==> config.mk <==
export PLATFORM = sky130hd
export DESIGN_NAME = uart_tx_arbiter_flat
export DESIGN_NICKNAME = d
export VERILOG_FILES = /design/src/rtl/uart_tx_arbiter_pkg.sv /design/src/rtl/uart_tx_arbiter_if.sv /design/src/rtl/uart_tx_arbiter_rr_pick.sv /design/src/rtl/uart_tx_arbiter.sv /design/src/flat_wrapper.sv
export SDC_FILE = /design/constraint.sdc
export NUM_CORES = 1
export LEC_CHECK = 0
export CAP_MARGIN = 20
export CORE_MARGIN = 1
export CORE_UTILIZATION = 45
export CTS_CLUSTER_SIZE = 24
export DETAILED_ROUTE_END_ITERATION = 12
export PLACE_DENSITY = 0.8
export RECOVER_POWER = 100
export SYNTH_ARGS = -nofsm -noshare
export SYNTH_HDL_FRONTEND = slang
export SYNTH_SLANG_ARGS = --single-unit
==> constraint.sdc <==
create_clock -name clk -period 3.6 [get_ports clk]
set_input_delay 0.72 -clock clk [delete_from_list [all_inputs] [get_ports clk]]
set_output_delay 0.72 -clock clk [all_outputs]
set_load 0.005 [all_outputs]
==> src/rtl/uart_tx_arbiter_pkg.sv <==
// Shared types and constants for the UART transmit arbiter.
// The state encoding and default timing constants match those used by the UART top.
package uart_tx_arbiter_pkg;

  typedef enum logic [1:0] {
    ST_IDLE      = 2'd0,
    ST_LAUNCH    = 2'd1,
    ST_WAIT_DONE = 2'd2,
    ST_HOLD      = 2'd3
  } arb_state_t;

  localparam int BYTE_W           = 8;
  localparam int DEF_NUM_REQ      = 4;
  localparam int DEF_CLK_HZ       = 100_000_000;
  localparam int DEF_BAUD         = 9600;
  // One 10-bit frame at 9600 baud on a 100 MHz clock is about 104k cycles.
  // The timeout leaves roughly 2x margin over that.
  localparam int DEF_DONE_TIMEOUT = 200_000;
  localparam int DEF_LOCK_TIMEOUT = 20_000;

  // Number of bits needed to hold the larger of two cycle limits.
  function automatic int cnt_width(input int a, input int b);
    int m;
    m = (a > b) ? a : b;
    return $clog2(m + 1);
  endfunction

endpackage

==> src/rtl/uart_tx_arbiter_if.sv <==
// Requester-side byte handshake plus transmitter-side start/busy/done bus.
// The master modport is the arbiter. The slave modport is the clients and the transmitter.
interface uart_tx_arbiter_if #(
  parameter int NUM_REQ = 4
);

  logic [NUM_REQ-1:0]   req_valid;
  logic [8*NUM_REQ-1:0] req_data;
  logic [NUM_REQ-1:0]   req_last;
  logic [NUM_REQ-1:0]   req_ready;
  logic [7:0]           tx_data;
  logic                 tx_start;
  logic                 tx_busy;
  logic                 tx_done;

  modport master (
    input  req_valid, req_data, req_last, tx_busy, tx_done,
    output req_ready, tx_data, tx_start
  );

  modport slave (
    output req_valid, req_data, req_last, tx_busy, tx_done,
    input  req_ready, tx_data, tx_start
  );

endinterface

==> src/rtl/uart_tx_arbiter_rr_pick.sv <==
// Combinational round-robin picker.
// It returns the first asserted request scanning from rr_ptr upward, wrapping modulo NUM_REQ.
module uart_rr_pick
  import uart_tx_arbiter_pkg::*;
#(
  parameter int NUM_REQ = DEF_NUM_REQ
) (
  input  logic [NUM_REQ-1:0]         req,
  input  logic [$clog2(NUM_REQ)-1:0] rr_ptr,
  output logic [$clog2(NUM_REQ)-1:0] winner,
  output logic                       any
);

  localparam int IDX_W = $clog2(NUM_REQ);
  localparam logic [IDX_W:0] N_EXT = (IDX_W + 1)'(NUM_REQ);

  logic [NUM_REQ-1:0] rotated;
  logic [IDX_W-1:0]   off;
  logic [IDX_W:0]     sum;

  // Rotate the request vector so that bit 0 is the requester at rr_ptr.
  always_comb begin
    rotated = '0;
    for (int i = 0; i < NUM_REQ; i++) begin
      rotated[i] = req[(int'(rr_ptr) + i) % NUM_REQ];
    end
  end

  // Priority-encode the lowest set bit of the rotated vector.
  always_comb begin
    any = 1'b0;
    off = '0;
    for (int k = NUM_REQ - 1; k >= 0; k--) begin
      if (rotated[k]) begin
        any = 1'b1;
        off = IDX_W'(k);
      end
    end
  end

  // Undo the rotation. The sum is wrapped by hand because NUM_REQ need not be a power of two.
  always_comb begin
    sum = {1'b0, rr_ptr} + {1'b0, off};
    if (sum >= N_EXT) begin
      sum = sum - N_EXT;
    end
    winner = sum[IDX_W-1:0];
  end

endmodule

==> src/rtl/uart_tx_arbiter.sv <==
// Shares one UART transmitter among NUM_REQ byte producers.
// Grants are round-robin per message; a message runs until req_last and is never interleaved.
// A stuck transmitter is aborted after DONE_TIMEOUT cycles.
// A requester that idles mid-message for LOCK_TIMEOUT cycles loses its grant.
module uart_tx_arbiter
  import uart_tx_arbiter_pkg::*;
#(
  parameter int NUM_REQ      = DEF_NUM_REQ,
  parameter int DONE_TIMEOUT = DEF_DONE_TIMEOUT,
  parameter int LOCK_TIMEOUT = DEF_LOCK_TIMEOUT
) (
  input  logic                       clk,
  input  logic                       rst,
  uart_tx_arbiter_if.master          bus,
  output logic [$clog2(NUM_REQ)-1:0] grant_id,
  output logic                       grant_active,
  output logic                       timeout_err
);

  localparam int IDX_W = $clog2(NUM_REQ);
  localparam int CNT_W = cnt_width(DONE_TIMEOUT, LOCK_TIMEOUT);
  localparam logic [CNT_W-1:0] DONE_LAST = CNT_W'(DONE_TIMEOUT - 1);
  localparam logic [CNT_W-1:0] LOCK_LAST = CNT_W'(LOCK_TIMEOUT - 1);
  localparam logic [CNT_W-1:0] CNT_MAX   = '1;

  arb_state_t         state;
  logic [IDX_W-1:0]   rr_ptr;
  logic               last_flag;
  logic [7:0]         tx_byte;
  logic [CNT_W-1:0]   wait_cnt;
  logic [CNT_W-1:0]   lock_cnt;

  logic [IDX_W-1:0]   pick_idx;
  logic               pick_any;
  logic               accept;
  logic [IDX_W-1:0]   accept_idx;
  logic [7:0]         accept_data;
  logic               accept_last;
  logic [NUM_REQ-1:0] ready;

  // Next requester after id, modulo NUM_REQ.
  function automatic logic [IDX_W-1:0] ptr_after(input logic [IDX_W-1:0] id);
    return (id == IDX_W'(NUM_REQ - 1)) ? '0 : id + 1'b1;
  endfunction

  // Counter increment that sticks at all-ones instead of wrapping.
  function automatic logic [CNT_W-1:0] sat_inc(input logic [CNT_W-1:0] c);
    return (c == CNT_MAX) ? c : c + 1'b1;
  endfunction

  uart_rr_pick #(
    .NUM_REQ (NUM_REQ)
  ) u_pick (
    .req    (bus.req_valid),
    .rr_ptr (rr_ptr),
    .winner (pick_idx),
    .any    (pick_any)
  );

  // Decide which requester, if any, has its byte consumed this cycle.
  // In IDLE the round-robin winner is accepted. In HOLD only the locked owner is considered.
  always_comb begin
    accept     = 1'b0;
    accept_idx = grant_id;
    case (state)
      ST_IDLE: begin
        accept     = pick_any;
        accept_idx = pick_idx;
      end
      ST_HOLD: begin
        accept = bus.req_valid[grant_id];
      end
      default: begin
        accept = 1'b0;
      end
    endcase
    if (rst) begin
      accept = 1'b0;
    end
  end

  assign accept_data = bus.req_data[int'(accept_idx) * BYTE_W +: BYTE_W];
  assign accept_last = bus.req_last[accept_idx];

  // One-hot ready pulse towards the accepted requester.
  always_comb begin
    ready = '0;
    if (accept) begin
      ready[accept_idx] = 1'b1;
    end
  end

  assign bus.req_ready = ready;
  assign bus.tx_data   = tx_byte;
  // Start is issued from the LAUNCH state and only while the transmitter is free.
  // Leaving LAUNCH on the same edge limits the pulse to exactly one cycle.
  assign bus.tx_start  = (state == ST_LAUNCH) && !bus.tx_busy && !rst;

  // Arbiter FSM: grant, launch, wait for frame completion, hold the lock between bytes.
  always_ff @(posedge clk) begin
    if (rst) begin
      state        <= ST_IDLE;
      rr_ptr       <= '0;
      last_flag    <= 1'b0;
      tx_byte      <= '0;
      grant_id     <= '0;
      grant_active <= 1'b0;
      timeout_err  <= 1'b0;
      wait_cnt     <= '0;
      lock_cnt     <= '0;
    end else begin
      timeout_err <= 1'b0;
      case (state)
        ST_IDLE: begin
          if (accept) begin
            tx_byte      <= accept_data;
            last_flag    <= accept_last;
            grant_id     <= accept_idx;
            grant_active <= 1'b1;
            state        <= ST_LAUNCH;
          end
        end

        ST_LAUNCH: begin
          if (!bus.tx_busy) begin
            // The start cycle itself counts as the first waited cycle.
            // With this, the abort lands exactly DONE_TIMEOUT cycles after tx_start.
            wait_cnt <= CNT_W'(1);
            state    <= ST_WAIT_DONE;
          end
        end

        ST_WAIT_DONE: begin
          if (bus.tx_done) begin
            if (last_flag) begin
              rr_ptr       <= ptr_after(grant_id);
              grant_active <= 1'b0;
              state        <= ST_IDLE;
            end else begin
              lock_cnt <= '0;
              state    <= ST_HOLD;
            end
          end else if (wait_cnt >= DONE_LAST) begin
            // The transmitter never finished. Drop the rest of the message and re-arbitrate.
            timeout_err  <= 1'b1;
            rr_ptr       <= ptr_after(grant_id);
            grant_active <= 1'b0;
            state        <= ST_IDLE;
          end else begin
            wait_cnt <= sat_inc(wait_cnt);
          end
        end

        ST_HOLD: begin
          if (accept) begin
            tx_byte   <= accept_data;
            last_flag <= accept_last;
            state     <= ST_LAUNCH;
          end else if (lock_cnt >= LOCK_LAST) begin
            // Owner went quiet mid-message. Release as if its last byte had gone out.
            rr_ptr       <= ptr_after(grant_id);
            grant_active <= 1'b0;
            state        <= ST_IDLE;
          end else begin
            lock_cnt <= sat_inc(lock_cnt);
          end
        end

        default: begin
          state <= ST_IDLE;
        end
      endcase
    end
  end

endmodule
==> src/flat_wrapper.sv <==
// flat-port wrapper written by rule: the top's interface ports become plain ports
module uart_tx_arbiter_flat import uart_tx_arbiter_pkg::*;
#(
  parameter int NUM_REQ      = DEF_NUM_REQ,
  parameter int DONE_TIMEOUT = DEF_DONE_TIMEOUT,
  parameter int LOCK_TIMEOUT = DEF_LOCK_TIMEOUT
)
  (clk, rst, grant_id, grant_active, timeout_err, bus_req_valid, bus_req_data, bus_req_last, bus_tx_busy, bus_tx_done, bus_req_ready, bus_tx_data, bus_tx_start);
  uart_tx_arbiter_if #(.NUM_REQ(NUM_REQ)) bus_i ();
  input  logic clk;
  input  logic rst;
  output logic [$clog2(NUM_REQ)-1:0] grant_id;
  output logic grant_active;
  output logic timeout_err;
  input wire logic [$bits(bus_i.req_valid)-1:0] bus_req_valid;
  input wire logic [$bits(bus_i.req_data)-1:0] bus_req_data;
  input wire logic [$bits(bus_i.req_last)-1:0] bus_req_last;
  input wire logic [$bits(bus_i.tx_busy)-1:0] bus_tx_busy;
  input wire logic [$bits(bus_i.tx_done)-1:0] bus_tx_done;
  output wire logic [$bits(bus_i.req_ready)-1:0] bus_req_ready;
  output wire logic [$bits(bus_i.tx_data)-1:0] bus_tx_data;
  output wire logic [$bits(bus_i.tx_start)-1:0] bus_tx_start;
  assign bus_i.req_valid = bus_req_valid;
  assign bus_i.req_data = bus_req_data;
  assign bus_i.req_last = bus_req_last;
  assign bus_i.tx_busy = bus_tx_busy;
  assign bus_i.tx_done = bus_tx_done;
  assign bus_req_ready = bus_i.req_ready;
  assign bus_tx_data = bus_i.tx_data;
  assign bus_tx_start = bus_i.tx_start;
  uart_tx_arbiter #(.NUM_REQ(NUM_REQ), .DONE_TIMEOUT(DONE_TIMEOUT), .LOCK_TIMEOUT(LOCK_TIMEOUT)) u_core (.clk(clk), .rst(rst), .bus(bus_i), .grant_id(grant_id), .grant_active(grant_active), .timeout_err(timeout_err));
endmodule
# Yosys cells after proc, flatten, opt, wreduce, memory -nomap -nowiden
# Cells that the tools add are included.
# word_totals
elab_cells,137
rom_bits,0
memories,0
ramBits,0
inputBits,44
regBits,53
latch_bits,0
out_inout_bits,17
# classes
n_reduce_logical,21
multipliers,0
n_shift,1
bitwise_logic,4
muxes,64
n_div,0
n_lt_le_gt_ge,10
n_eq_ne,20
add_sub_neg,8
# op_table
cell,count
$mux 18,9
$pmux 18 s2,2
$mux 2,19
$add 18x1->18 const B,2
$eq 18x18->1 const B,2
$shiftx 32x6->8,1
$mux 1,22
$ge 18x15->1 const B,1
$ge 18x18->1 const B,1
$ne 2x2->1 const B,9
$bmux 1 s2,6
$lt 3x4->1 const B,3
$reduce_and 6->1,2
$reduce_and 5->1,2
$lt 2x3->1 const B,3
$pmux 2 s4,1
$reduce_or 2->1,4
$eq 2x2->1 const B,3
$ne 3x2->1 const B,2
$add 2x1->2 const B,2
$add 2x2->2 const B,2
$mux 4,1
$ne 2x1->1 const B,2
$pmux 2 s2,1
other kinds (19),26

# Logic depth before layout (Yosys ltp)
# depth
ltp_word,19
depth_mapped,14

# Hierarchy
# Synthesis repeated with hierarchy kept, for this count alone.
# unflattened
hier_cells,427
hier_area_um2,3201.8
# by_module_without_submodules
module,cells_each,n_inst,area_each_um2
uart_tx_arbiter,402,1,3035.4
uart_rr_pick,25,1,166.4

# Least setup slack after synthesis
# OpenSTA, ideal clock, no wires.
# synth_path
kind,input to output
from,in bus_req_valid[2]
to,out bus_req_ready[3]
stages,10
t_required_ns,2.880
t_arrival_ns,2.581
path_slack_ns,0.299
n_path_buf,2
path_cell_list,buf_6 or4_1 nand3_1 ha_1 xor2_1 nand3_1 a31oi_1 buf_2 nand2_1 nor2_1
# synth_between
elab_chain_cells,16
# synth_rtl
item,line,rtl
from (decl),flat_wrapper.sv:15,input wire logic [$bits(bus_i.req_valid)-1:0] bus_req_valid;
$bmux 1 s2,uart_tx_arbiter_rr_pick.sv:25,rotated[i] = req[(int'(rr_ptr) + i) % NUM_REQ];
$mux 1 (not written as such) (2 in series),uart_tx_arbiter_rr_pick.sv:25,
$mux 2 (4 in series),uart_tx_arbiter_rr_pick.sv:34,if (rotated[k]) begin
$add 2x2->3,uart_tx_arbiter_rr_pick.sv:43,"sum = {1'b0, rr_ptr} + {1'b0, off};"
$ge 3x3->1 or $sub 2x1->2 (tied branches),"uart_tx_arbiter_rr_pick.sv:44, uart_tx_arbiter_rr_pick.sv:45",
$mux 2,uart_tx_arbiter_rr_pick.sv:44,if (sum >= N_EXT) begin
$mux 2,uart_tx_arbiter.sv:65,case (state)
$lt 2x3->1 (not written as such) or $ge 2x1->1 (tied branches),uart_tx_arbiter.sv:89,ready[accept_idx] = 1'b1;
$logic_and 1x1->1 (not written as such),uart_tx_arbiter.sv:89,
$mux 1 (not written as such),uart_tx_arbiter.sv:89,
$demux 1 s2,-,
$mux 4 *,uart_tx_arbiter.sv:88,if (accept) begin
to (decl),flat_wrapper.sv:20,output wire logic [$bits(bus_i.req_ready)-1:0] bus_req_ready;
# Every way passes the cells marked *; elsewhere a longest branch is shown, timed or not. The select of a mux whose other input is x is not followed.

# Final worst setup path
# layout_path
from,in bus_req_valid[3]
to,out bus_req_ready[3]
# The elaborated chain is that of the path after synthesis.

==> impl_metrics.toml <==
[job]
max_cap_viol_count = 0

[cts]
tritoncts.num_buffers = 5
clockBufferDepth = 2
clock_tree.root_cell = "sky130_fd_sc_hd__clkbuf_8"
clock_tree_from_tritoncts = "done"
clock_edge_transition_at_the_registers_on_the_reported_setup_and_hold_paths_ps = 90
cts.htree.levels = 2
ctsHoldBuffers = 0
clk_lat_worst_skew_ps = 310
cts.sink_count = 53

[final_layout]
layoutNonFillerInstCount = 517
antennaDiodeCount = 0
area_growth_pct = 29.5
design.final.nets = 492
num-fill-cells = 563
postLayoutCoreUtil_pct = 61.4
layout-drive-gt1-share_pct = 12.7

[drt]
vias_per_cell = 5.68
route.layer.met1.wl_mm = 3.33
routed_length_per_instance_um = 14.6
postRouteAntennaNets = 0
drc_errors = 0
drt_iter0_drc = 110
sum_of_met2_wire_segment_lengths_after_detailed_routing_mm = 3.97
firstDrtPassIters = 4
maxUsedRoutingLayer = "met4"
via_count = 2935
route.final.wire_length_mm = 7.55
route.met3.wl_um = 166

[worst_hold_path]
hold_class = "flop to flop"
worst_hold_startpoint = "u_core.bus.tx_data[3]"

[timing]
max_freq_mhz = 288
final_worst_clock_skew_ps = 7.73
max_transition_margin_pct = 39.9
maxSlewViolCount = 0
setup_viol_count_final = 0
final-hold-violation-count = 0
timing_worst_slew_pin_value_ps = 887
period_utilization_pct = 96.5
grt_setup_unrepaired = "false"
timing.final.crit_period_ps = 3480

[synthesis]
ys.flop_type = "sky130_fd_sc_hd__dfxtp_1"
post_synth.cell_area_avg_um2 = 8.65
synth.top_cells.by_area = "sky130_fd_sc_hd__dfxtp_1, sky130_fd_sc_hd__mux4_2, sky130_fd_sc_hd__nor2_1"
synth-seq-cells = 53
synth_top_cell_by_area = "sky130_fd_sc_hd__dfxtp_1"
synth_sequential_area_ratio_pct = 34.7
yosysWarningCount = 0
mappedNetlistArea_um2 = 3060
async_set_or_reset_flop_fraction_in_the_synthesized_netlist_pct = 0
netlist.area_leader.share_pct = 34.7
post_synthesis_net_count = 407
synthDistinctLibCells = 53
synth_instances = 354
post_synth_edffs = 0

[global_route]
grt_pass1_vias = 2783
grt_start_max_net_pins = 19
overflow = 0
grt_first_pass_wirelength_mm = 12.4
antenna_found_initial = 0
gr-usage-all-layers_pct = 21.5

[floorplan]
chipHeight_um = 84.5
start_util_pct = 47.4
dieArea_um2 = 7140
boundaryPins = 61
design.core.area_um2 = 6460
fp.dieW_um = 84.5
rows = 29

[critical_path]
cp_data_required_time_ps = 2880
crit-reg2reg-launch = "u_core.rr_ptr[0]"
cpPeakStageDelay_ps = 380
reg2reg_setup_slack_ps = 600
worst_setup_path_endpoint = "bus_req_ready[3]"
worstReg2RegEnd = "u_core.bus.tx_data[1]"
path_cells = "dlygate4sd2_1, buf_4, buf_4, nand2b_1, or3_1, a21oi_1, o21ai_1, a31oi_1, buf_4, buf_4, nand2_1, nor2_1, buf_2"
cp.buffers_inverters = 6
r2r.worst_path.cells = 11
worst_setup_path_start_kind = "input pin"
cp_num_cells = 13
launch_point_of_the_worst_path = "bus_req_valid[3]"
crit_top_cell = "sky130_fd_sc_hd__buf_4"
crit_family = "buffers and inverters"
critPathKind = "input pin to output pin"
worst_ep_arrival_time_ps = 2760
critical_path.slowest_cell = "sky130_fd_sc_hd__or3_1"
critPathMaxFanout = 5
critPathCaptureType = "output pin"

[power]
power.density_cell_area_nw_per_um2 = 552
vdd_ir_drop_max_uv = 386
total_leakage_power_nw = 1.54
design_power_total_mw = 2.19

[placed_design]
gp_congestion = 0.873
port-buffer-count = 60
place_inst = 505
place_hpwl_mm = 5.74

[run_status]
run_status = "finished, final reports clean"
[placed cells by master, fill, tap and decap left out, types with 3 or more instances in the layout]
master and n:
sky130_fd_sc_hd__buf_4 25, sky130_fd_sc_hd__nor2_1 49, sky130_fd_sc_hd__a21oi_1 21, sky130_fd_sc_hd__and3_1 9, sky130_fd_sc_hd__dfxtp_1 53, sky130_fd_sc_hd__or4_1 4
sky130_fd_sc_hd__and2_1 3, sky130_fd_sc_hd__dlygate4sd3_1 12, sky130_fd_sc_hd__nand3b_1 3, sky130_fd_sc_hd__o21a_1 4, sky130_fd_sc_hd__mux4_2 9, sky130_fd_sc_hd__o211ai_1 3
sky130_fd_sc_hd__ha_1 8, sky130_fd_sc_hd__clkbuf_1 4, sky130_fd_sc_hd__o31ai_1 5, sky130_fd_sc_hd__clkbuf_8 5, sky130_fd_sc_hd__or3_1 7, sky130_fd_sc_hd__nand2b_1 6
sky130_fd_sc_hd__o21ai_1 3, sky130_fd_sc_hd__xor2_1 13, sky130_fd_sc_hd__or2_2 3, sky130_fd_sc_hd__nor3_1 8, sky130_fd_sc_hd__a22o_1 8, sky130_fd_sc_hd__nand4_1 7
sky130_fd_sc_hd__nand3_1 23, sky130_fd_sc_hd__nor2b_1 3, sky130_fd_sc_hd__inv_1 6, sky130_fd_sc_hd__nand2_1 24, sky130_fd_sc_hd__dlygate4sd2_1 4, sky130_fd_sc_hd__mux2i_1 6
sky130_fd_sc_hd__clkdlybuf4s50_1 40, sky130_fd_sc_hd__o21ai_0 17, sky130_fd_sc_hd__a211oi_1 5
[sequential cells by signal (all words and copies together), names as in the netlist]
signal,cells
u_core.lock_cnt,18
u_core.wait_cnt,18
u_core.bus.tx_data,8
u_core.grant_id,2
u_core.rr_ptr,2
u_core.state,2
u_core.grant_active,1
u_core.last_flag,1
u_core.timeout_err,1
[through the flow]
| stage | setup slack, ps | hold slack, ps | cell area [µm²] | TNS [ps] |
|---|---|---|---|---|
| floorplan | 299 | 440 | 3060 | 0 |
| global placement | -332 | 459 | 3890 | -1090 |
| detailed placement | -457 | 463 | 3890 | -1500 |
| CTS | 69.6 | 489 | 4000 | 0 |
| global route | 0.430 | 499 | 3970 | 0 |
| finish | 125 | 483 | 3970 | 0 |
[layout make-up]
class	instances	area (µm²)	area share, %
Multi-Input combinational cell	282	1900	47.9
Sequential cell	53	1060	26.8
Clock inverter	3	17.5	0.442
Inverter	6	22.5	0.568
Clock buffer	5	68.8	1.74
Tap cell	77	96.3	2.43
Timing Repair Buffer	91	798	20.1
[power by group]
| group | total (mW) | leakage [nW] | internal [mW] | switching, mW |
|---|---|---|---|---|
| logic | 1.14 | 1.06 | 0.598 | 0.542 |
| clock network | 0.330 | 0.0439 | 0.135 | 0.195 |
| registers | 0.721 | 0.430 | 0.653 | 0.0678 |
| total | 2.19 | 1.54 | 1.39 | 0.805 |
[worst min-delay path by stage]
stage | depth (start not counted) | to | slack [ps]
after floorplan | 2 | u_core.wait_cnt[17] | 440
after global placement | 2 | u_core.wait_cnt[17] | 460
after detailed placement | 1 | u_core.bus.tx_data[3] | 460
after CTS | 1 | u_core.lock_cnt[17] | 490
after global routing | 1 | u_core.bus.tx_data[3] | 500
final | 1 | u_core.bus.tx_data[3] | 480
[metal layers]
metal	up-vias	global-route usage (%)
met2	38	37.7
li1	1476	-
met5	-	0
met3	6	3.24
met4	0	7.55
met1	1415	27.0
[Yosys cell counts, drive strengths merged, types with 8 or more instances]
cell type,instances
a21oi,21
a22o,8
and3,9
dfxtp,53
ha,9
mux4,9
nand2,24
nand3,25
nor2,49
nor3,8
o21ai,20
xor2,14
[kinds of logic (layout without fill, tap and decap cells)]
family          count (synthesis)  in the layout  share of synthesized area (%)
simple gates                  161            161                           27.2
buf+inv                        19            105                           2.98
fa+ha+maj                       9              9                           3.68
xor+xnor                       15             15                           4.29
compound gates                 82             82                           18.6
mux                            15             15                           8.58
flops                          53             53                           34.7
[repair_timing]
| item | CTS | global route |
|---|---|---|
| hold endpoints to repair | 0 | 0 |
| setup endpoints to repair | 4 | 4 |
| gates resized for setup | 18 | 8 |
| setup buffers | 4 | 0 |
| pin swaps | 4 | 3 |
No activity file was read; power rests on OpenSTA's default activity.
